**src/rtl/bin_to_bcd_seq_pkg.sv**
```systemverilog
// Shared definitions for the binary-to-BCD converter and the display stage.
package bin_to_bcd_seq_pkg;

    typedef enum logic [1:0] {
        IDLE  = 2'd0,
        SHIFT = 2'd1,
        DONE  = 2'd2
    } bcd_state_t;

    localparam int unsigned BCD_DEF_WIDTH  = 8;
    localparam int unsigned BCD_DEF_DIGITS = 3;

    // True when DIGITS decimal digits can represent every WIDTH-bit unsigned value.
    function automatic bit bcd_digits_ok(input int unsigned w, input int unsigned d);
        longint unsigned maxv;
        longint unsigned p;
        maxv = (w >= 64) ? '1 : ((64'd1 << w) - 64'd1);
        p    = 64'd1;
        for (int unsigned i = 0; (i < d) && (p <= maxv); i++) begin
            p = p * 64'd10;
        end
        return (p > maxv);
    endfunction

endpackage

```
**src/rtl/bin_to_bcd_seq_bcd_add3.sv**
```systemverilog
// Single-digit double-dabble correction: add 3 when the digit is 5 or more.
module bcd_add3
    import bin_to_bcd_seq_pkg::*;
(
    input  logic [3:0] digit_i,
    output logic [3:0] digit_o
);

    // Correct the digit so the following left shift carries cleanly into the next digit.
    always_comb begin
        digit_o = digit_i;
        if (digit_i >= 4'd5) begin
            digit_o = digit_i + 4'd3;
        end
    end

endmodule

```
**src/rtl/bin_to_bcd_seq.sv**
```systemverilog
// Sequential binary-to-BCD converter, one shift-and-add-3 step per clock.
module bin_to_bcd_seq
    import bin_to_bcd_seq_pkg::*;
#(
    parameter int unsigned WIDTH  = BCD_DEF_WIDTH,
    parameter int unsigned DIGITS = BCD_DEF_DIGITS
) (
    input  logic                  clk,
    input  logic                  reset,
    input  logic                  start,
    input  logic [WIDTH-1:0]      bin,
    output logic                  busy,
    output logic                  done,
    output logic [4*DIGITS-1:0]   bcd
);

    localparam int unsigned CW = $clog2(WIDTH + 1);

    if (!bcd_digits_ok(WIDTH, DIGITS)) begin : g_bad_digits
        $error("bin_to_bcd_seq: DIGITS too small to hold every WIDTH-bit value");
    end

    bcd_state_t          state_q,   state_d;
    logic [WIDTH-1:0]    shreg_q,   shreg_d;
    logic [4*DIGITS-1:0] scratch_q, scratch_d;
    logic [CW-1:0]       cnt_q,     cnt_d;
    logic [4*DIGITS-1:0] bcd_q,     bcd_d;
    logic [4*DIGITS-1:0] corr;

    for (genvar g = 0; g < DIGITS; g++) begin : g_add3
        bcd_add3 u_add3 (
            .digit_i (scratch_q[4*g +: 4]),
            .digit_o (corr[4*g +: 4])
        );
    end

    // State and datapath registers; reset clears everything including any partial result.
    always_ff @(posedge clk or posedge reset) begin
        if (reset) begin
            state_q   <= IDLE;
            shreg_q   <= '0;
            scratch_q <= '0;
            cnt_q     <= '0;
            bcd_q     <= '0;
        end else begin
            state_q   <= state_d;
            shreg_q   <= shreg_d;
            scratch_q <= scratch_d;
            cnt_q     <= cnt_d;
            bcd_q     <= bcd_d;
        end
    end

    // Next-state and datapath update: load on accept, correct-then-shift while in SHIFT.
    always_comb begin
        state_d   = state_q;
        shreg_d   = shreg_q;
        scratch_d = scratch_q;
        cnt_d     = cnt_q;
        bcd_d     = bcd_q;
        unique case (state_q)
            IDLE: begin
                if (start) begin
                    shreg_d   = bin;
                    scratch_d = '0;
                    cnt_d     = CW'(WIDTH);
                    state_d   = SHIFT;
                end
            end
            SHIFT: begin
                {scratch_d, shreg_d} = {corr, shreg_q} << 1;
                cnt_d = cnt_q - CW'(1);
                if (cnt_q == CW'(1)) begin
                    bcd_d   = scratch_d;
                    state_d = DONE;
                end
            end
            DONE: begin
                state_d = IDLE;
            end
            default: begin
                state_d = IDLE;
            end
        endcase
    end

    assign busy = (state_q == SHIFT);
    assign done = (state_q == DONE);
    assign bcd  = bcd_q;

endmodule

```
**config.mk**
```make
export PLATFORM = sky130hd
export DESIGN_NAME = bin_to_bcd_seq
export DESIGN_NICKNAME = d
export VERILOG_FILES = /design/src/rtl/bin_to_bcd_seq_pkg.sv /design/src/rtl/bin_to_bcd_seq_bcd_add3.sv /design/src/rtl/bin_to_bcd_seq.sv
export SDC_FILE = /design/constraint.sdc
export NUM_CORES = 1
export LEC_CHECK = 0
export ABC_AREA = 1
export BUFFER_PORTS_ARGS = -buffer_cell sky130_fd_sc_hd__buf_2
export CAP_MARGIN = 20
export CELL_PAD_IN_SITES_DETAIL_PLACEMENT = 2
export CELL_PAD_IN_SITES_GLOBAL_PLACEMENT = 2
export CORE_ASPECT_RATIO = 0.6
export CORE_MARGIN = 4
export CORE_UTILIZATION = 38
export CTS_BUF_LIST = sky130_fd_sc_hd__clkbuf_8
export DETAILED_ROUTE_END_ITERATION = 8
export HOLD_SLACK_MARGIN = 0.08
export PLACE_DENSITY_LB_ADDON = 0.05
export SYNTH_ARGS = -nofsm -noshare
export SYNTH_HDL_FRONTEND = slang
export SYNTH_HIERARCHICAL = 1
export SYNTH_SLANG_ARGS = --single-unit
```
**constraint.sdc**
```tcl
create_clock -name clk -period 1.95 [get_ports clk]
set_input_delay 0.195 -clock clk [delete_from_list [all_inputs] [get_ports clk]]
set_output_delay 0.195 -clock clk [all_outputs]
set_load 0.005 [all_outputs]
```
# After elaboration in Yosys (flattened, before gate mapping)
# Cells that the tools add are included.
# totals
reg_bits	38
input_bits	11
output_inout_bits	14
wordCells	34
# classes
addsub	4
order_cmp	3
eq_ne	5
n_mux	12
reduce_logical	5
# op_table
operator	count
$pmux W12 S2	1
$pmux W8 S2	1
$ge A4 B3 Y1 const B	3
$mux W12	1
$mux W4	3
$add A4 B2 Y4 const B	2
$mux W8	1
$pmux W4 S2	1
$reduce_and A2 Y1	3
$eq A4 B1 Y1 const B	1
$mux W2	2
$pmux W2 S2	1
$sub A4 B1 Y4 const B	1
$add A3 B2 Y3 const B	1
$mux W3	1
$eq A2 B1 Y1 const B	1
$eq A2 B2 Y1 const B	1
$logic_not A2 Y1	1
$ne A2 B1 Y1 const B	1
$ne A2 B2 Y1 const B	1
$reduce_bool A2 Y1	1

# Longest topological paths before layout
# logic_depth
depth_word	3
ltp_mapped	9
depth_no_buf	9

# By module
# Netlist, hierarchy kept.
# modules_own_cells
module	instances	cells_per_inst	area_each_um2	seq_area_each_um2
bin_to_bcd_seq	1	190	1662.8	950.9
bcd_add3	3	23	135.1	0.0

# Worst setup path before layout
# Ideal clock, no wire load.
# synth_timing
path_type	flip-flop to flip-flop
from	reg scratch_q[0]
to	reg bcd_q[2] (netlist: bcd[2])
setup_time_ps	117
arrival_time_ps	1118
required_ps	1833
setup_slack_ps	715
stages_incl_launch_ff	9
n_path_buf	0
period_less_slack_ps	1235
path_cell_list	dfrtp_1 inv_1 ha_1 nor2_4 nor2_4 nand2_1 o21ai_2 nand4_1 nand2_1
# synth_between
elab_chain_len	2
# synth_rtl
item	line_no	rtl
start, declared	bin_to_bcd_seq.sv:25	logic [4*DIGITS-1:0] scratch_q, scratch_d;
start signal, assigned	bin_to_bcd_seq.sv:48	scratch_q <= scratch_d;
$add A4 B2 Y4 or $ge A4 B3 Y1 (tied branches)	bin_to_bcd_seq_bcd_add3.sv:13, bin_to_bcd_seq_bcd_add3.sv:12	
$mux W4 *	bin_to_bcd_seq_bcd_add3.sv:12	if (digit_i >= 4'd5) begin
via corr[1]	bin_to_bcd_seq.sv:28	logic [4*DIGITS-1:0] corr;
end signal, assigned	bin_to_bcd_seq.sv:44	bcd_q <= '0;
end signal, assigned	bin_to_bcd_seq.sv:50	bcd_q <= bcd_d;
end, declared	bin_to_bcd_seq.sv:27	logic [4*DIGITS-1:0] bcd_q, bcd_d;
# Mark *: on every way through the listed nets, which the timed path passes. The rest lies on a longest branch.
# A chain may end at the register's enable or synchronous reset.

# Worst setup path after layout
# layout_timing
from	reg state_q[0]
to	out busy
# layout_between
elab_chain_len	1
# layout_rtl
item	line_no	rtl
start, declared	bin_to_bcd_seq.sv:23	bcd_state_t state_q, state_d;
start signal, assigned	bin_to_bcd_seq.sv:46	state_q <= state_d;
$eq A2 B1 Y1	bin_to_bcd_seq.sv:87	assign busy = (state_q == SHIFT);
end, declared	bin_to_bcd_seq.sv:12	output logic busy,
# No other way between the ends.

==> flow_summary.toml <==
[status]
status = "completed"

[sta]
report.final.slew_viol_count = 0
worst_slack_ns = 0.384
skew_ns = 0.00507
min_period_over_period = 0.803
setup_viol_count_final = 0
slew_headroom = 0.569
final_hold_viol_count = 0
rsz0062_at_grt = "no"
max_freq_mhz = 639
fin_tns_setup_ns = 0
holdWs_ns = 0.145
fin_crit_ns = 1.57
tightest_slew_ns = 0.645

[clocking]
htree_levels = 2
cts.root.buffer_cell = "clkbuf_8"
cts_made_buffers = 5
cts_resized = 0
cts_tree = "done"
clk_pin_slew_ns = 0.08
clock_sinks = 38
cts.path.max_buffers = 2
clock_latency_ns = 0.30

[cells_and_area]
finalNonFillerCells = 349
num-fill-cells = 597
insertedDiodeCount = 0
area_delta_synth_final_pct = 14.1
fin_nets = 301
drive_gt1_frac = 0.208
fin_area_um2 = 2330

[placed_design]
numPortBuffers = 24
dpl-instance-area_um2 = 2230
hpwl_um = 4230
dp.cells = 340
place_ws_ns = 0.378
gp_congestion = 0.738

[floorplan]
core-area_um2 = 5130
die_x_um = 103
fp-row-count = 20
design.die.area_um2 = 6650
io_pins = 25
die-height_um = 64.8
initial_core_util = 0.398

[worst_setup_path]
cpPeakStageDelay_ns = 0.41
crit_required_ns = 1.75
cp_cell_sequence = "inv_1 -> nor2_2 -> buf_4 -> buf_2"
critPathTopFamily = "buffers and inverters"
worstSetupEndpointType = "primary output"
worst-path-buf-inv = 3
critical_path_peak_fanout = 21
cp-start-kind = "register"
worst-setup-path-type = "reg2out"
cpMaxStageDelayCell = "dfrtp_1"
critical_path_arrival_ns = 1.37

[power_and_ir_drop]
p_seq_frac = 0.362
powerDensity_nw_per_um2 = 1610
pwr-share-clk = 0.154
p_sw_w = 0.00176
p_comb_frac = 0.484
p_int_w = 0.00199
ir_drop_v = 0.000486
power_leakage_nw = 1.25
p_sw_frac = 0.470

[global_route]
grt_pass1_wl_um = 10700
antenna_found_initial = 0
grt_pass1_vias = 2043
grt_max_degree = 39
grt_usage = 0.209
gr-total-overflow = 0

[drt]
drt.antenna.violating_nets = 0
drtIter0Drc = 83
wirelength_um = 6060
vias_per_cell = 5.24
route.detailed.drc = 0
dr.pass1.iters = 4
vias = 1828
wire_per_inst_um = 17.4

[min_path]
hold_path.class = "in2reg"

[yosys]
synth_fp_nets = 273
yosysWarnings = 6
avgSynthCellArea_um2 = 8.04
synth_area_um2 = 2040
syn_inst = 254

[flow_run]
maxCapViolCount = 0
[cells in the final DEF, fill, tap and decap left out, drive strengths merged]
cell,count
nand2,88
nand3,41
dfrtp,38
buf,32
inv,22
nor2,20
nand4,13
o21ai,11
ha,8
clkbuf,6
a21oi,2
clkinv,1
dlygate4sd3,1
[stage by stage]
stage          utilization  power (W)
2_1_floorplan            -    0.00261
3_3_place_gp         0.434    0.00308
3_5_place_dp         0.434    0.00318
4_1_cts              0.454    0.00380
5_1_grt              0.454    0.00415
6_report             0.454    0.00375
[registers in the layout, summed over array words and instances, names as in the netlist]
| register | count |
|---|---|
| cnt_q | 4 |
| bcd | 12 |
| state_q | 2 |
| scratch_q | 12 |
| shreg_q | 8 |
[path summary, 6_finish.rpt]
kind                       depth (start not counted)  slack [ns]    endpoint       start
setup / recovery                                   4        0.38        busy  state_q[0]
max in group asynchronous                          4        1.04      bcd[1]       reset
hold / removal                                     3        0.15  shreg_q[3]      bin[3]
hold reg to reg                                    2        0.49      bcd[3]      bcd[3]
min in group asynchronous                          4        0.56      bcd[4]       reset
setup reg to reg                                   5        0.40      bcd[2]    cnt_q[1]
[worst min-delay path, cell delays in order]
cell and delay, ns:
buf_2 0.08, nand3_1 0.06, nand3_1 0.08
[cell type report]
cell class              count  area, um2  share of cell area
flip-flops and latches     38        951               0.408
multi-input cells         183        936               0.402
repair buffers             33        190              0.0816
clock buffers               6       82.6              0.0354
well taps                  66       82.6              0.0354
inverters                  21       78.8              0.0338
clock inverters             2       8.76             0.00376
[what timing repair did]
item / CTS / global route
hold buffers: 1 / 0
setup buffers: 0 / 0
hold endpoints to repair: 38 / 0
[metal layers]
layer  GRT usage  vias to the layer above  share of wire
met3      0.0441                        5          0.034
li1            -                      875              -
met4      0.0491                        0         0.0069
met5           0                        -              0
met1       0.307                      914           0.52
met2       0.312                       34           0.43
[power groups by stage]
stage | Clock (W) | Combinational, W | Sequential, W
6_report | 0.000577 | 0.00182 | 0.00136
5_1_grt | 0.000628 | 0.00211 | 0.00141
4_1_cts | 0.000594 | 0.00185 | 0.00136
3_5_place_dp | 0 | 0.00181 | 0.00136
3_3_place_gp | 0 | 0.00173 | 0.00135
2_1_floorplan | 0 | 0.00131 | 0.00130
No activity file was read; power rests on OpenSTA's default activity.
